<file path="src/rtl/regfile_wr_arbiter_pkg.sv">
// Shared types and constants for the regfile write-port arbiter.
// Holds bus widths, reset/enable levels and FSM state encodings.
package regfile_wr_arbiter_pkg;

    localparam int RegBus     = 32;
    localparam int RegAddrBus = 5;

    localparam logic RstEnable    = 1'b0;
    localparam logic WriteEnable  = 1'b1;
    localparam logic WriteDisable = 1'b0;

    localparam logic [RegBus-1:0] ZeroWord = '0;

    typedef enum logic {
        ST_NORMAL  = 1'b0,
        ST_STARVED = 1'b1
    } state_t;

endpackage

</file>
<file path="src/rtl/regfile_wr_arbiter_rr_arb2.sv">
// Two-way round-robin picker for the low-priority writers.
// Ports: clk, rst (sync active-low), busy (port taken), req0/req1
// (valids), gnt0/gnt1 (one-hot combinational grants).
module regfile_wr_arbiter_rr_arb2
    import regfile_wr_arbiter_pkg::*;
(
    input  logic clk,
    input  logic rst,
    input  logic busy,
    input  logic req0,
    input  logic req1,
    output logic gnt0,
    output logic gnt1
);

    // 0 prefers req0, 1 prefers req1
    logic rr_ptr;

    always_comb begin
        gnt0 = 1'b0;
        gnt1 = 1'b0;
        if (rst != RstEnable && !busy) begin
            if (req0 && (!req1 || !rr_ptr)) begin
                gnt0 = 1'b1;
            end else if (req1) begin
                gnt1 = 1'b1;
            end
        end
    end

    always_ff @(posedge clk) begin
        if (rst == RstEnable) begin
            rr_ptr <= 1'b0;
        end else if (gnt0) begin
            rr_ptr <= 1'b1;
        end else if (gnt1) begin
            rr_ptr <= 1'b0;
        end
    end

endmodule

</file>
<file path="src/rtl/regfile_wr_arbiter.sv">
// Shares the regfile write port among WB (strict priority), the
// divider and the debug port (round-robin valid/ready).
// Ports: clk, rst (sync active-low); wb_we/wb_waddr/wb_wdata;
// div_* and dbg_* handshakes; registered we/waddr/wdata to the
// regfile; registered stall_req to ctrl while a writer is starved.
module regfile_wr_arbiter
    import regfile_wr_arbiter_pkg::*;
#(
    parameter int DATA_W       = RegBus,
    parameter int ADDR_W       = RegAddrBus,
    parameter int STARVE_LIMIT = 4
) (
    input  logic              clk,
    input  logic              rst,
    input  logic              wb_we,
    input  logic [ADDR_W-1:0] wb_waddr,
    input  logic [DATA_W-1:0] wb_wdata,
    input  logic              div_valid,
    input  logic [ADDR_W-1:0] div_waddr,
    input  logic [DATA_W-1:0] div_wdata,
    output logic              div_ready,
    input  logic              dbg_valid,
    input  logic [ADDR_W-1:0] dbg_waddr,
    input  logic [DATA_W-1:0] dbg_wdata,
    output logic              dbg_ready,
    output logic              we,
    output logic [ADDR_W-1:0] waddr,
    output logic [DATA_W-1:0] wdata,
    output logic              stall_req
);

    localparam int CNT_W = $clog2(STARVE_LIMIT + 1);
    localparam logic [CNT_W-1:0] LIMIT = CNT_W'(STARVE_LIMIT);

    logic             wb_occ;
    logic [CNT_W-1:0] div_cnt, div_cnt_n;
    logic [CNT_W-1:0] dbg_cnt, dbg_cnt_n;
    logic             hit;
    state_t           state, state_n;

    // A WB write to $0 is a no-op and leaves the port free
    assign wb_occ = wb_we && (wb_waddr != '0);

    regfile_wr_arbiter_rr_arb2 u_arb (
        .clk  (clk),
        .rst  (rst),
        .busy (wb_occ),
        .req0 (div_valid),
        .req1 (dbg_valid),
        .gnt0 (div_ready),
        .gnt1 (dbg_ready)
    );

    always_comb begin
        div_cnt_n = div_cnt;
        if (!div_valid || div_ready) begin
            div_cnt_n = '0;
        end else if (div_cnt != LIMIT) begin
            div_cnt_n = div_cnt + 1'b1;
        end
    end

    always_comb begin
        dbg_cnt_n = dbg_cnt;
        if (!dbg_valid || dbg_ready) begin
            dbg_cnt_n = '0;
        end else if (dbg_cnt != LIMIT) begin
            dbg_cnt_n = dbg_cnt + 1'b1;
        end
    end

    // Judged on next counts so stall_req rises the cycle after the
    // limit is reached and falls the cycle after the transfer
    assign hit = (div_cnt_n == LIMIT) || (dbg_cnt_n == LIMIT);

    always_comb begin
        state_n = state;
        unique case (state)
            ST_NORMAL:  if (hit)  state_n = ST_STARVED;
            ST_STARVED: if (!hit) state_n = ST_NORMAL;
            default:    state_n = ST_NORMAL;
        endcase
    end

    always_ff @(posedge clk) begin
        if (rst == RstEnable) begin
            state   <= ST_NORMAL;
            div_cnt <= '0;
            dbg_cnt <= '0;
        end else begin
            state   <= state_n;
            div_cnt <= div_cnt_n;
            dbg_cnt <= dbg_cnt_n;
        end
    end

    assign stall_req = (state == ST_STARVED);

    always_ff @(posedge clk) begin
        if (rst == RstEnable) begin
            we    <= WriteDisable;
            waddr <= '0;
            wdata <= '0;
        end else if (wb_occ) begin
            we    <= WriteEnable;
            waddr <= wb_waddr;
            wdata <= wb_wdata;
        end else if (div_ready) begin
            we    <= (div_waddr != '0);
            waddr <= div_waddr;
            wdata <= div_wdata;
        end else if (dbg_ready) begin
            we    <= (dbg_waddr != '0);
            waddr <= dbg_waddr;
            wdata <= dbg_wdata;
        end else begin
            we    <= WriteDisable;
        end
    end

endmodule

</file>
<file path="config.mk">
export PLATFORM = sky130hd
export DESIGN_NAME = regfile_wr_arbiter
export DESIGN_NICKNAME = d
export VERILOG_FILES = /design/src/rtl/regfile_wr_arbiter_pkg.sv /design/src/rtl/regfile_wr_arbiter_rr_arb2.sv /design/src/rtl/regfile_wr_arbiter.sv
export SDC_FILE = /design/constraint.sdc
export NUM_CORES = 1
export LEC_CHECK = 0
export ABC_AREA = 1
export BUFFER_PORTS_ARGS = -buffer_cell sky130_fd_sc_hd__buf_4
export CORE_MARGIN = 2
export CORE_UTILIZATION = 35
export CTS_BUF_LIST = sky130_fd_sc_hd__clkbuf_16
export DETAILED_ROUTE_END_ITERATION = 12
export PLACE_DENSITY = 0.71
export SYNTH_ARGS = -nofsm -noshare
export SYNTH_HDL_FRONTEND = slang
export SYNTH_SLANG_ARGS = --single-unit
export TNS_END_PERCENT = 20
</file>
<file path="constraint.sdc">
create_clock -name clk -period 1.8 [get_ports clk]
set_input_delay 0.09 -clock clk [delete_from_list [all_inputs] [get_ports clk]]
set_output_delay 0.09 -clock clk [all_outputs]
set_load 0.02 [all_outputs]
</file>
# ---- After elaboration in Yosys (flattened, before gate mapping)
# Index checks and enable logic that the tools add are counted.
dict set report totals {
  input_bits 116
  reg_bits 46
  output_inout_bits 41
}
dict set report op_classes {
  add_sub_neg 2
  n_eq_ne 4
  n_mux 21
  n_reduce_logical 16
}
# cell count
set op_table {}
lappend op_table {{$mux W32} 3}
lappend op_table {{$mux W5} 3}
lappend op_table {{$reduce_bool A5 Y1} 3}
lappend op_table {{$mux W3} 4}
lappend op_table {{$mux W1} 11}
lappend op_table {{$add A3 B1 Y3 const B} 2}
lappend op_table {{$eq A3 B3 Y1 const B} 2}
lappend op_table {{$ne A3 B3 Y1 const B} 2}
lappend op_table {{$logic_not A1 Y1} 4}
lappend op_table {{$logic_or A1 B1 Y1} 4}
lappend op_table {{$logic_and A1 B1 Y1} 3}
lappend op_table {{$reduce_bool A3 Y1} 1}
lappend op_table {{$reduce_bool A2 Y1} 1}

# ---- Logic depth before layout (Yosys ltp)
# Gate-level depths: netlist of run 1.
dict set report depth {
  ltp_word 10
  ltp_mapped 10
  mapped_depth_nobuf 9
}

# ---- Modules after synthesis
# A second synthesis of run 1 with hierarchy kept.
dict set report unflattened {
  hier_cells 561
  hier_area_um2 3191.8
}
# mod seq_area_each_um2 instances area_each_um2 cells_per_inst
set modules_own_cells {}
lappend modules_own_cells {regfile_wr_arbiter 900.9 1 3120.5 548}
lappend modules_own_cells {regfile_wr_arbiter_rr_arb2 20.0 1 71.3 13}

# ---- Least setup slack after synthesis of run 1
# OpenSTA, ideal clock, no wires.
dict set report synth_timing {
  path_type {register to register}
  start {register u_arb.rr_ptr}
  end {register waddr[4]}
  stages_incl_launch_ff 7
  t_required_ps 1680
  path_buffers 2
  setup_slack_ps 566
  arrival_ps 1115
  cell_sequence {dfxtp_1 a21oi_2 a22oi_2 buf_2 buf_2 a21boi_1 a21oi_1}
}
dict set report synth_between {
  elab_chain_len 7
}
# item line
set synth_lines {}
lappend synth_lines {{start: declaration} regfile_wr_arbiter_rr_arb2.sv:17} ;# logic rr_ptr;
lappend synth_lines {{start signal: assignment} regfile_wr_arbiter_rr_arb2.sv:33} ;# rr_ptr <= 1'b0;
lappend synth_lines {{start signal: assignment} regfile_wr_arbiter_rr_arb2.sv:35} ;# rr_ptr <= 1'b1;
lappend synth_lines {{start signal: assignment} regfile_wr_arbiter_rr_arb2.sv:37} ;# rr_ptr <= 1'b0;
lappend synth_lines {{$logic_not A1 Y1 *} regfile_wr_arbiter_rr_arb2.sv:23} ;# if (req0 && (!req1 || !rr_ptr)) begin
lappend synth_lines {{$logic_or A1 B1 Y1 *} regfile_wr_arbiter_rr_arb2.sv:23}
lappend synth_lines {{$logic_and A1 B1 Y1 *} regfile_wr_arbiter_rr_arb2.sv:23}
lappend synth_lines {{$mux W1} regfile_wr_arbiter_rr_arb2.sv:23}
lappend synth_lines {{$mux W1} regfile_wr_arbiter_rr_arb2.sv:22} ;# if (rst != RstEnable && !busy) begin
lappend synth_lines {{$mux W5} regfile_wr_arbiter.sv:108} ;# end else if (div_ready) begin
lappend synth_lines {{$mux W5} regfile_wr_arbiter.sv:104} ;# end else if (wb_occ) begin
lappend synth_lines {{end signal: assignment} regfile_wr_arbiter.sv:106} ;# waddr <= wb_waddr;
lappend synth_lines {{end signal: assignment} regfile_wr_arbiter.sv:110} ;# waddr <= div_waddr;
lappend synth_lines {{end signal: assignment} regfile_wr_arbiter.sv:114} ;# waddr <= dbg_waddr;
lappend synth_lines {{end: declaration} regfile_wr_arbiter.sv:27} ;# output logic [ADDR_W-1:0] waddr,
# Mark *: on every way between the ends. The rest lies on a longest branch, timed or not.
# A chain may end at the register's enable or synchronous reset.

# ---- Worst setup path in the final report of run 1
dict set report layout_timing {
  start {register u_arb.rr_ptr}
  end {output port div_ready}
}
dict set report layout_between {
  elab_chain_len 5
}
# item line
set layout_lines {}
lappend layout_lines {{$logic_not A1 Y1} regfile_wr_arbiter_rr_arb2.sv:23}
lappend layout_lines {{$logic_or A1 B1 Y1} regfile_wr_arbiter_rr_arb2.sv:23}
lappend layout_lines {{$logic_and A1 B1 Y1} regfile_wr_arbiter_rr_arb2.sv:23}
lappend layout_lines {{$mux W1} regfile_wr_arbiter_rr_arb2.sv:23}
lappend layout_lines {{$mux W1} regfile_wr_arbiter_rr_arb2.sv:22}
lappend layout_lines {{end: declaration} regfile_wr_arbiter.sv:21} ;# output logic div_ready,
# Every way passes these cells.

==> run metrics, run 1 <==
RSZ-0062 raised after global routing=no; remaining antenna violation count=0; setup TNS=0 ns; core area=9330 um^2; Switching Power=0.949 mW; Gate Count Post-Synth=560; Internal=2.07 mW; crit-path max cell delay=0.38 ns; hold buffers post-CTS=0; Max-Cap Viols=0; Net Sw Frac=31.4%; Placer Congestion=0.818; final hold viol count=0; first-pass GRT wire length=16.1 mm; Place WS=0.288 ns; Via density=4.84; Setup Buffers After CTS=0; root buffer cell=clkbuf_16; DRC viols=0; number of global-route vias before repair=3726; clk buf depth=2; Design Area, Final=4760 um^2; Total Nets Final=812; Req. time, crit path=1.71 ns; Die W=102 um; sequential share of power=38.5%; Comb power frac=32.7%; clock power share=28.8%; Layout area overhead=40.5%; Synth Area in Adders=1.48%; Synth Register Bits=46; IO Port Bufs=156; Register Area=921 um^2; gr usage total=18.9%; syn_area_per_cell=6.05 um^2; slowest cell on the critical path=dfxtp_1; Clock Sink Count=46; CP delay by family, top=buffers and inverters; # rows=35; CP arrival=1.41 ns; Pwr Density=634 nW/um^2; gr ovfl total=0; clock-pin slew on the worst setup and hold paths=0.06 ns; post-synth cell types=26; startpoint types=flip-flop; hpwl dp=7.76 mm; CTS tree=yes; max_slew headroom=58.0%; Syn Std Cell Area=3390 um^2; Initial Utilization=36.3%; Ys Warns=0; sequential area share after synthesis=27.2%; IO Count=157; Primary FF master, synth=dfxtp_1; fin. max-slew vios=0; diodes inserted=0; Tmin final=1.50 ns; Synth Area in Compound Gates=14.9%; Fmax=0.668 GHz; PostCTS Resize Cnt=0; xor-xnor portion of the synthesized cell area=1.03%; die height=102 um; maximum vdd ir drop=0.362 mV; Post-synth EDFFs=0; CP Max Fanout=30; Syn Nets=680; proportion of synthesized area in mux cells=0%; Routed wire per std cell=12.5 um; Synth Area in Simple Gates=34.4%; critical path buffer and inverter count=3; cell mode on critical path=buf_4; clk_skew=0.00566 ns; total power=3.02 mW; area of placed instances=4620 um^2; share of cells above drive strength 1=26.4%; clk_lat worst skew=0.28 ns; Worst Setup End Kind=output pin; Pleak=2.66 nW; Crit Path Class=reg -> out; area of the multi-input gates=1770 um^2; final worst slack=0.302 ns; Pre-antenna DRT Iters=5; main combinational cell family by area after synthesis=simple AND/OR/NAND/NOR gates; TritonCTS Buffers=5; DRT iter0 DRCs=186; die area=10500 um^2; initial antenna violation count=0; measured slew at the worst slew-check pin=0.629 ns; Final period util=83.2%; # H-tree levels=2; status=completed; wirelength, routed=10.3 mm; worst-path cell chain=a21oi_4, nand3_2, buf_4, inv_2, buf_4; FILL cells=954; largest net degree at the start of global routing=45; total number of vias=3981; final setup vio count=0; Hold Crit Class=in -> reg; Async SR Flop Fraction=0%; final core utilization=51.0%
[sequential cells by signal, indices dropped and copies added (netlist names)]
| signal | flops |
|---|---|
| dbg_cnt | 3 |
| div_cnt | 3 |
| stall_req | 1 |
| u_arb.rr_ptr | 1 |
| waddr | 5 |
| wdata | 32 |
| we | 1 |
[through the flow]
| step | hold slack, ns | instances |
|---|---|---|
| 6_report | 0.149 | 822 |
| 5_1_grt | 0.170 | 822 |
| 4_1_cts | 0.140 | 822 |
| 3_5_place_dp | 0.442 | 814 |
| 3_3_place_gp | 0.445 | 814 |
| 2_1_floorplan | 0.291 | 560 |
[placed cells by master (no fill, tap or decap)]
cell	instances
inv_2	3
o22ai_1	1
o211ai_1	1
a21boi_1	26
clkbuf_16	5
inv_1	125
nand2_2	1
nor2_1	10
o21ai_1	2
nand4_1	39
dfxtp_1	46
nand2_1	124
clkinv_2	1
xnor2_1	1
buf_12	2
a21oi_1	38
nor3_1	1
xor2_1	3
a21boi_0	10
a21oi_4	1
nand3_2	2
a22oi_2	1
nand3_1	78
buf_4	167
clkinv_1	1
ha_1	4
[cells in the mapped netlist (2+ instances only)]
cell	count	area, um^2
buf_6	5	56.3
buf_1	6	22.5
clkbuf_1	10	37.5
nor2_1	10	37.5
xor2_1	3	26.3
inv_1	124	465
nand3_1	79	395
inv_2	3	11.3
a21boi_0	10	75.1
ha_1	4	50.1
dfxtp_1	46	921
nand2_1	124	465
o21ai_1	2	10.0
a21boi_1	26	195
nand4_1	39	244
buf_2	22	110
a21oi_1	38	190
[power groups by stage]
| stage | clock network [mW] | logic [mW] | registers (mW) |
|---|---|---|---|
| after detailed placement | 0 | 0.987 | 1.18 |
| after global placement | 0 | 0.967 | 1.18 |
| final | 0.870 | 0.986 | 1.16 |
| after CTS | 0.904 | 0.990 | 1.16 |
| after floorplan | 0 | 0.462 | 1.27 |
| after global routing | 0.936 | 1.09 | 1.17 |
[path summary, 6_finish.rpt]
| check | from | slack, ns | end | cells after the start |
|---|---|---|---|---|
| worst max-delay path | u_arb.rr_ptr | 0.30 | div_ready | 5 |
| worst min-delay path | dbg_wdata[16] | 0.15 | wdata[16] | 5 |
| worst max register to register | u_arb.rr_ptr | 0.43 | stall_req | 5 |
| worst min register to register | u_arb.rr_ptr | 0.52 | u_arb.rr_ptr | 2 |
[metal layers]
layer  track usage (%)  wire, um
met4              4.31       129
met2              34.3      5200
met5                 0         0
met3              4.04       716
met1              22.8      4230
[worst register-to-register path: stages (launching register included)]
cell	delay, ns
dfxtp_1	0.38
a21oi_4	0.09
nand3_2	0.09
buf_4	0.32
nand3_1	0.23
o22ai_1	0.19
[area by class of cell]
type / count / area share [%]
Clock inverter: 3 / 0.263
Inverter: 127 / 10.0
Clock buffer: 5 / 2.63
Multi-Input combinational cell: 343 / 37.1
Sequential cell: 46 / 19.4
Tap cell: 129 / 3.39
Timing Repair Buffer: 169 / 27.2
[logic make-up (layout without fill, tap and decap cells)]
group	Yosys count	count (layout)
AND/OR/NAND/NOR	255	255
buffers and inverters	171	304
AO/OA/AOI/OAI	80	80
flip-flops	46	46
adder cells (fa/ha/maj)	4	4
XOR/XNOR	4	4
Note: power is estimated with default switching activity, not from simulation.
==> run 2, diff against run 1 <==
Settings changed: PLACE_DENSITY 0.71 to 0.73.
Clock period 1.8 ns to 1.32 ns, I/O delays scaled along.
==> run 2 against run 1 <==
Compared with the run above:
- the run now ends with setup timing left
- via count increased by 0.23%
- clock power grew 63%
- final cell count increased by 1.6%
- largest cell class unchanged
- highest routed layer unchanged
- critical path depth unchanged
- critical path type unchanged
- routed wire length decreased by 0.14%
- register-to-register slack lost 0.44 ns
- first-iteration DRC count decreased by 20%
- count of clock-buffer cells in the layout stayed put
==> run metrics, run 2 (same netlist as run 1, synthesis figures left out) <==
status=finished with violations (was completed); failing checks=setup timing; final worst slack=-0.0293 ns (was 0.302 ns); Clock Sink Count=46 (unchanged); Pleak=2.79 nW (was 2.66 nW); largest registers=wdata: 32 flops, waddr: 5 flops (unchanged); root buffer cell=clkbuf_16 (unchanged); diodes inserted=0 (unchanged); Initial Utilization=36.3% (unchanged); setup TNS=-0.0487 ns (was 0 ns); largest net degree at the start of global routing=39 (was 45); die area=10500 um^2 (unchanged); Max-Cap Viols=0 (unchanged); Largest Register=wdata (unchanged); Hold Crit Class=in -> reg (unchanged); Worst Setup End Kind=output pin (unchanged); total number of vias=3990 (was 3981); clk buf depth=2 (unchanged); Crit Path Class=reg -> out (unchanged); CTS tree=yes (unchanged); area of placed instances=4770 um^2 (was 4620 um^2); fin. max-slew vios=0 (unchanged); initial antenna violation count=0 (unchanged); core area=9330 um^2 (unchanged); final setup vio count=6 (was 0); clk_lat worst skew=0.28 ns (about the same); final hold viol count=0 (unchanged); Final period util=102%; Pwr Density=882 nW/um^2 (was 634 nW/um^2); Via density=4.78 (was 4.84); IO Port Bufs=156 (unchanged); wirelength, routed=10.3 mm (about the same); max_slew headroom=75.9% (was 58.0%); Fmax=0.741 GHz; most common cell after layout, fill and taps aside=buf_4 (unchanged); DRC viols=0 (unchanged); RSZ-0062 raised after global routing=yes (was no); CP Max Fanout=4 (was 30); Die W=102 um (unchanged); hold buffers post-CTS=0 (unchanged); Total Nets Final=825 (was 812); DRT iter0 DRCs=148 (was 186); hpwl dp=7.84 mm (was 7.76 mm); max reg flops=32 (unchanged); crit-path max cell delay=0.33 ns (was 0.38 ns); measured slew at the worst slew-check pin=0.362 ns (was 0.629 ns); startpoint types=flip-flop (unchanged); most frequent cells in the layout=buf_4 (167), inv_1 (124), nand2_1 (123) (was buf_4 (167), inv_1 (125), nand2_1 (124)); first-pass GRT wire length=16.6 mm (was 16.1 mm); slowest cell on the critical path=dfxtp_2 (was dfxtp_1); gr ovfl total=0 (unchanged); Layout area overhead=48.6% (was 40.5%); IO Count=157 (unchanged); die height=102 um (unchanged); Tmin final=1.35 ns; Design Area, Final=5030 um^2 (was 4760 um^2); final core utilization=54.0% (was 51.0%); remaining antenna violation count=0 (unchanged); Routed wire per std cell=12.3 um (was 12.5 um); clk_skew=0.00489 ns (was 0.00566 ns); Req. time, crit path=1.25 ns (was 1.71 ns); maximum vdd ir drop=0.846 mV (was 0.362 mV); CP arrival=1.28 ns (was 1.41 ns); Placer Congestion=0.806 (was 0.818); total power=4.44 mW (was 3.02 mW); clock-pin slew on the worst setup and hold paths=0.06 ns (about the same); share of cells above drive strength 1=29.3% (was 26.4%); gr usage total=19.5% (was 18.9%); # rows=35 (unchanged); Pre-antenna DRT Iters=4 (was 5); worst-path cell chain=a21oi_4, nand3_2, buf_12, inv_4, buf_6 (was a21oi_4, nand3_2, buf_4, inv_2, buf_4); TritonCTS Buffers=5 (unchanged); # H-tree levels=2 (unchanged); number of global-route vias before repair=3768 (was 3726)
run 2: cell types whose count changed in the layout (fill, tap and decap cells not counted), sizes merged:
cell	delta
buf	+13
inv	-1
bufinv	+1
run 2: repair_timing:
action	CTS	global route
pin swaps	13	7
endpoints found under the setup margin	4	47
buffers inserted	3	0
hold endpoints to repair	0	0
resized for setup	9	10
run 2: worst paths after layout:
kind | startpoint | endpoint | slack, ns | depth (start not counted)
max | u_arb.rr_ptr | div_ready | -0.03 | 5
min | div_valid | stall_req | 0.12 | 3
max reg2reg | u_arb.rr_ptr | wdata[30] | -0.01 | 7
min reg2reg | u_arb.rr_ptr | u_arb.rr_ptr | 0.49 | 2
run 2: per-layer routing:
layer	part of all wire, %	global-route usage (%)	vias up
met2	50	35.0	141
met3	6.4	3.42	9
met4	0.99	3.90	0
met5	0	0	-
met1	42	24.7	1791
li1	-	-	2049
run 2: final cells by class:
cell class / count / area [um^2]
well taps: 129 / 161
clock inverters: 3 / 40.0
inverters: 127 / 479
repair buffers: 182 / 1500
clock buffers: 5 / 125
fillers: 909 / 4300
flip-flops and latches: 46 / 923
multi-input cells: 343 / 1800
run 2: stage by stage:
stage          hold slack, ns  setup slack (ns)  instances
3_3_place_gp            0.418           0.00188        824
2_1_floorplan           0.267            0.0858        560
6_report                0.116           -0.0293        835
5_1_grt                 0.131           -0.0933        835
4_1_cts                 0.112           -0.0432        835
3_5_place_dp            0.411           -0.0689        824
run 2: report_power, final:
part,internal [mW],switching (mW)
sequential,1.51,0.0727
combinational,0.690,0.741
clock,0.887,0.535
total,3.09,1.35
run 2: worst max-delay path: cells and delay by family (launching register included):
| kind | cells | cell delay, ns |
|---|---|---|
| flops | 1 | 0.33 |
| simple gates | 1 | 0.15 |
| buf+inv | 3 | 0.31 |
| compound gates | 1 | 0.20 |
